**config.mk**
```make
export PLATFORM = sky130hd
export DESIGN_NAME = add1_pipe_arbiter
export DESIGN_NICKNAME = d
export VERILOG_FILES = /design/src/rtl/add1_pipe_arbiter.sv
export SDC_FILE = /design/constraint.sdc
export NUM_CORES = 1
export LEC_CHECK = 0
export BUFFER_PORTS_ARGS = -buffer_cell sky130_fd_sc_hd__buf_2
export CORE_MARGIN = 5
export CORE_UTILIZATION = 45
export DETAILED_ROUTE_END_ITERATION = 10
export PLACE_DENSITY = 0.81
export RECOVER_POWER = 25
export SETUP_SLACK_MARGIN = 0.1
export SLEW_MARGIN = 20
export SYNTH_ARGS = -nofsm -noshare
export SYNTH_HDL_FRONTEND = slang
export SYNTH_SLANG_ARGS = --single-unit
```
**constraint.sdc**
```tcl
create_clock -name clk -period 9.2 [get_ports clk]
set_input_delay 2.3 -clock clk [delete_from_list [all_inputs] [get_ports clk]]
set_output_delay 2.3 -clock clk [all_outputs]
set_load 0.05 [all_outputs]
```
**src/rtl/add1_pipe_arbiter.sv**
```systemverilog
`default_nettype none
// ============================================================================
// Module   : add1_pipe_arbiter
// Purpose  : Round-robin arbiter that feeds NUM_REQ requesters into one
//            shared fixed-latency increment pipeline. A tag shift register
//            follows each operand through the pipeline, and results land in
//            an in-order response FIFO. Credits (free FIFO slots minus
//            results still in flight) decide when the next grant is allowed.
// Options  : define ADD1_PIPE_ARBITER_STATS_EN to build per-requester
//            saturating 16-bit grant counters; otherwise grant_count is 0.
// Revision : 1.0 - initial release
// ============================================================================
module add1_pipe_arbiter #(
  parameter int NUM_REQ    = 4,
  parameter int WIDTH      = 32,
  parameter int LATENCY    = 2,
  parameter int FIFO_DEPTH = 4
) (
  input  logic                       clk,
  input  logic                       rst,
  input  logic [NUM_REQ-1:0]         req_valid,
  input  logic [NUM_REQ*WIDTH-1:0]   req_data,
  output logic [NUM_REQ-1:0]         req_ready,
  output logic                       pipe_input_valid,
  output logic [WIDTH-1:0]           pipe_x,
  input  logic                       pipe_output_valid,
  input  logic [WIDTH-1:0]           pipe_out,
  output logic                       resp_valid,
  output logic [$clog2(NUM_REQ)-1:0] resp_id,
  output logic [WIDTH-1:0]           resp_data,
  input  logic                       resp_ready,
  output logic [NUM_REQ*16-1:0]      grant_count
);

  localparam int IDW = $clog2(NUM_REQ);
  localparam int CW  = $clog2(FIFO_DEPTH + 1);
  localparam int PW  = $clog2(FIFO_DEPTH);
  localparam logic [CW:0]    DEPTH_EXT = (CW + 1)'(FIFO_DEPTH);
  localparam logic [PW-1:0]  PTR_LAST  = PW'(FIFO_DEPTH - 1);
  localparam logic [IDW-1:0] LAST_INIT = IDW'(NUM_REQ - 1);

  logic [IDW-1:0]   last_grant_q, last_grant_d;
  logic [CW-1:0]    in_flight_q, in_flight_d;
  logic [CW-1:0]    fifo_count_q, fifo_count_d;
  logic [PW-1:0]    wr_ptr_q, wr_ptr_d;
  logic [PW-1:0]    rd_ptr_q, rd_ptr_d;
  logic [IDW-1:0]   tag_q [LATENCY];
  logic [IDW-1:0]   tag_d [LATENCY];
  logic [IDW-1:0]   mem_id_q [FIFO_DEPTH];
  logic [IDW-1:0]   mem_id_d [FIFO_DEPTH];
  logic [WIDTH-1:0] mem_data_q [FIFO_DEPTH];
  logic [WIDTH-1:0] mem_data_d [FIFO_DEPTH];

  logic             has_credit;
  logic             grant_valid;
  logic [IDW-1:0]   grant_idx;
  logic [IDW-1:0]   search_idx;
  logic             push;
  logic             pop;

  // Credit check uses only registered counts, so a pop frees a slot next cycle.
  always_comb begin
    has_credit = (({1'b0, fifo_count_q} + {1'b0, in_flight_q}) < DEPTH_EXT);
  end

  // Round-robin search starting just after the last granted requester.
  always_comb begin
    grant_valid = 1'b0;
    grant_idx   = '0;
    search_idx  = '0;
    for (int k = 1; k <= NUM_REQ; k++) begin
      search_idx = IDW'((int'(last_grant_q) + k) % NUM_REQ);
      if (!grant_valid && req_valid[search_idx]) begin
        grant_valid = 1'b1;
        grant_idx   = search_idx;
      end
    end
    grant_valid = grant_valid && has_credit && !rst;
  end

  // One-hot ready, issue strobe and operand mux toward the shared pipeline.
  always_comb begin
    req_ready        = '0;
    pipe_x           = '0;
    pipe_input_valid = grant_valid;
    for (int i = 0; i < NUM_REQ; i++) begin
      req_ready[i] = grant_valid && (grant_idx == IDW'(i));
      if (req_ready[i]) begin
        pipe_x = req_data[i*WIDTH +: WIDTH];
      end
    end
  end

  // Results arriving with nothing outstanding (e.g. pre-reset leftovers) are dropped.
  always_comb begin
    push       = pipe_output_valid && (in_flight_q != '0);
    resp_valid = (fifo_count_q != '0);
    pop        = resp_valid && resp_ready;
    resp_id    = resp_valid ? mem_id_q[rd_ptr_q]   : '0;
    resp_data  = resp_valid ? mem_data_q[rd_ptr_q] : '0;
  end

  // Next-state for arbitration pointer, counters, tag pipe and FIFO.
  always_comb begin
    last_grant_d = grant_valid ? grant_idx : last_grant_q;

    case ({grant_valid, push})
      2'b10:   in_flight_d = in_flight_q + CW'(1);
      2'b01:   in_flight_d = in_flight_q - CW'(1);
      default: in_flight_d = in_flight_q;
    endcase

    case ({push, pop})
      2'b10:   fifo_count_d = fifo_count_q + CW'(1);
      2'b01:   fifo_count_d = fifo_count_q - CW'(1);
      default: fifo_count_d = fifo_count_q;
    endcase

    wr_ptr_d = wr_ptr_q;
    if (push) begin
      wr_ptr_d = (wr_ptr_q == PTR_LAST) ? '0 : wr_ptr_q + PW'(1);
    end
    rd_ptr_d = rd_ptr_q;
    if (pop) begin
      rd_ptr_d = (rd_ptr_q == PTR_LAST) ? '0 : rd_ptr_q + PW'(1);
    end

    tag_d[0] = grant_idx;
    for (int i = 1; i < LATENCY; i++) begin
      tag_d[i] = tag_q[i-1];
    end

    mem_id_d   = mem_id_q;
    mem_data_d = mem_data_q;
    if (push) begin
      mem_id_d[wr_ptr_q]   = tag_q[LATENCY-1];
      mem_data_d[wr_ptr_q] = pipe_out;
    end
  end

  // Control state with asynchronous reset; requester 0 wins first after reset.
  always_ff @(posedge clk or posedge rst) begin
    if (rst) begin
      last_grant_q <= LAST_INIT;
      in_flight_q  <= '0;
      fifo_count_q <= '0;
      wr_ptr_q     <= '0;
      rd_ptr_q     <= '0;
      tag_q        <= '{default: '0};
    end else begin
      last_grant_q <= last_grant_d;
      in_flight_q  <= in_flight_d;
      fifo_count_q <= fifo_count_d;
      wr_ptr_q     <= wr_ptr_d;
      rd_ptr_q     <= rd_ptr_d;
      tag_q        <= tag_d;
    end
  end

  // FIFO storage needs no reset: it is only observed while fifo_count is nonzero.
  always_ff @(posedge clk) begin
    mem_id_q   <= mem_id_d;
    mem_data_q <= mem_data_d;
  end

`ifdef ADD1_PIPE_ARBITER_STATS_EN
  logic [15:0] gcnt_q [NUM_REQ];
  logic [15:0] gcnt_d [NUM_REQ];

  // Saturating per-requester grant counters.
  always_comb begin
    for (int i = 0; i < NUM_REQ; i++) begin
      gcnt_d[i] = gcnt_q[i];
      if (req_ready[i] && (gcnt_q[i] != 16'hFFFF)) begin
        gcnt_d[i] = gcnt_q[i] + 16'd1;
      end
      grant_count[i*16 +: 16] = gcnt_q[i];
    end
  end

  // Counter registers, cleared by reset.
  always_ff @(posedge clk or posedge rst) begin
    if (rst) begin
      gcnt_q <= '{default: '0};
    end else begin
      gcnt_q <= gcnt_d;
    end
  end
`else
  assign grant_count = '0;
`endif

endmodule
`default_nettype wire

```
==> impl_metrics.yaml <==
layout:
  layout.nets: 930
  final_cell_mix: "217 x buf_2, 136 x edfxtp_1, 64 x conb_1"
  multiInputGateArea_mm2: 0.00277
  syn2layout_area_growth_pct: 21.4
  nFillCells: 1377
  regArea_mm2: 0.00449
  final_area_mm2: 0.00938
  layout.cells.non_filler: 992
  final_common_cell: "buf_2"
  drive_gt1_frac: 0.455
logic_synthesis:
  synth_compound_area_frac: 0.121
  synth-adder-area-share: 0.0198
  yosys_warnings: 0
  synth_top_family_by_area: "compound AO/OA/AOI/OAI gates"
  synth.distinct_cells: 44
  ys_async_sr_fraction: 0.105
  synth_ff_type: "edfxtp_1"
  ys_ff_latch: 152
  netlist_top_cells_area: "edfxtp_1 53%, mux4_2 9.9%, buf_4 6.6%"
  syn-instance-count: 523
  syn_avg_cell_area_um2: 14.8
  seq_area_frac_synth: 0.581
  synth-simple-area-share: 0.0738
  synth_edf_count: 136
  synth_top_area_frac: 0.528
  synthMuxAreaShare: 0.105
  synth_xor_area_frac: 0.00680
  synth_area_leader_cell: "edfxtp_1"
  synth_area_mm2: 0.00773
clock_network:
  cts_setup_buffers: 0
  numCtsBuffers: 17
  cts.repair.resized: 0
  htreeDepth: 4
  numClockSinks: 152
  clk_pin_slew_ns: 0.06
  cts_tree: "done"
  ctsHoldBuffers: 0
  clockBufferDepth: 2
  clk_latency_ns: 0.41
  clockRootBuffer: "clkbuf_16"
power:
  power.leakage_nw: 3.88
  ir_worst_vdd_v: 0.000230
  powerDensity_mw_per_mm2: 361
place:
  hpwlAfterDp_um: 14800
  io_buffers: 239
  globalplace.congestion: 0.942
  place_inst: 957
  placed_cell_area_mm2: 0.00883
critical_path:
  cp-end-kind: "primary output"
  cp_common_cell: "buf_2"
  crit_family: "simple AND/OR/NAND/NOR gates"
  slowest_delay_ns: 0.51
  ff2ff_setup_slack_ns: 6.48
  worstPathArrival_ns: 4.89
  crit_buf_inv: 3
  startpoint_type: "input pin"
  critical_path_class: "in -> out"
  critPathSlowestCell: "or4_4"
  path_cells: "buf_2 -> or4_4 -> a311oi_4 -> nand2_2 -> nor2_2 -> buf_4 -> a22o_1 -> buf_2"
  required_ns: 6.90
  crit_fanout: 35
run:
  maxCapViolCount: 0
global_route:
  grt_usage: 0.203
  grt_max_degree: 37
  antenna_found_initial: 7
  grt_pass1_vias: 5370
  overflow: 0
  grt_pass1_wl_um: 30300
route:
  drtPass1Iterations: 5
  wl_per_cell_um: 20.5
  antenna_left: 0
  routed-via-count: 5119
  wl_um: 20400
  drt_first_iter_violations: 299
  remaining_drc_errors: 0
  vias_per_cell: 5.16
timing:
  tns_ns: 0
  fin_skew_ns: 0.00595
  slew_viol_final: 0
  hold_ws_ns: 0.352
  fin_crit_ns: 7.19
  slew_headroom: 0.375
  fmaxAchievable_mhz: 139
  max_slew.worst_pin.slew_ns: 0.938
  rsz0062_at_grt: "no"
  period_share: 0.781
  hold_violations: 0
  setup_violations: 0
hold_path:
  hold_class: "reg -> reg"
outcome:
  status: "finished, final reports clean"
floorplan:
  die_x_um: 141
  io_pins: 304
  die_y_um: 141
  start_util: 0.453
  die-area_mm2: 0.0199
  core-area_mm2: 0.0171
  rows: 48
-- worst reg2reg max path, cell delays in order (launching register included) --
cell and delay (ns):
dfrtp_1 0.41, ha_1 0.30, or4_4 0.49, a311oi_4 0.40, inv_1 0.15, ha_1 0.26, inv_1 0.07, fa_1 0.17
xor2_1 0.16, nor2_1 0.07, xor2_1 0.13
-- per-stage QoR --
step / util / setup slack, ns / power, mW
2_1_floorplan: - / 2.10 / 2.38
3_3_place_gp: 0.518 / 1.73 / 2.72
3_5_place_dp: 0.518 / 2.05 / 2.74
4_1_cts: 0.551 / 2.04 / 3.42
5_1_grt: 0.550 / 1.86 / 3.56
6_report: 0.550 / 2.01 / 3.39
-- metal layers --
layer | global-route usage | vias up | routed length (µm)
met3 | 0.0550 | 39 | 1640
li1 | - | 2316 | -
met1 | 0.232 | 2518 | 6940
met4 | 0.104 | 2 | 796
met2 | 0.349 | 244 | 11000
met5 | 0 | - | 7
-- Yosys cell counts, drive strengths merged, types with 2 or more instances --
cell type,count
ha,9
dfrtp,14
or3,2
nand3b,2
or2,32
nand2,4
o21ai,3
xor2,4
mux2,2
xnor2,2
buf,83
and3,2
mux2i,2
clkbuf,15
nor2,5
mux4,34
edfxtp,136
a22o,64
fa,2
nor3,2
inv,15
a21o,34
dfstp,2
and2,39
-- registers in the layout, summed over array words and instances, names as in the netlist --
| register | count |
|---|---|
| mem_data_q | 128 |
| mem_id_q | 8 |
| fifo_count_q | 3 |
| in_flight_q | 3 |
| last_grant_q | 2 |
| rd_ptr_q | 2 |
| tag_d | 2 |
| tag_q | 2 |
| wr_ptr_q | 2 |
-- final timing paths --
kind                                startpoint  cells after the start        endpoint
max in group asynchronous                  rst                      2     rd_ptr_q[0]
worst min-delay path                  tag_d[0]                      0        tag_q[0]
worst min register to register        tag_d[0]                      0        tag_q[0]
min in group asynchronous                  rst                      2  in_flight_q[2]
worst max-delay path                       rst                      8       pipe_x[2]
worst max register to register  in_flight_q[2]                     10  in_flight_q[2]
-- cells by family (layout without fill, tap and decap cells) --
| group | Yosys count | count (layout) |
|---|---|---|
| DFF | 152 | 152 |
| buffers and inverters | 113 | 291 |
| xor gates and xnor gates | 6 | 6 |
| adders and majority gates | 11 | 11 |
| other | 1 | 67 |
| and+or+nand+nor | 93 | 93 |
| AOI/OAI and AO/OA | 109 | 109 |
| muxes | 38 | 38 |
-- cell type report --
cell class / count / area share
sequential: 152 / 0.478
multi-input combinational: 321 / 0.295
timing repair buffer: 244 / 0.129
clock buffer: 20 / 0.0466
tap: 225 / 0.0300
clock inverter: 12 / 0.0141
inverter: 15 / 0.00600
antenna: 3 / 0.000800
-- power by group --
group	switching (mW)	leakage, nW	total [mW]	internal [mW]
Clock	0.249	0.279	0.669	0.420
Sequential	0.0724	1.43	1.00	0.930
Combinational	1.18	2.17	1.72	0.537
Total	1.50	3.88	3.39	1.89
(Power assumes the default switching activity.)
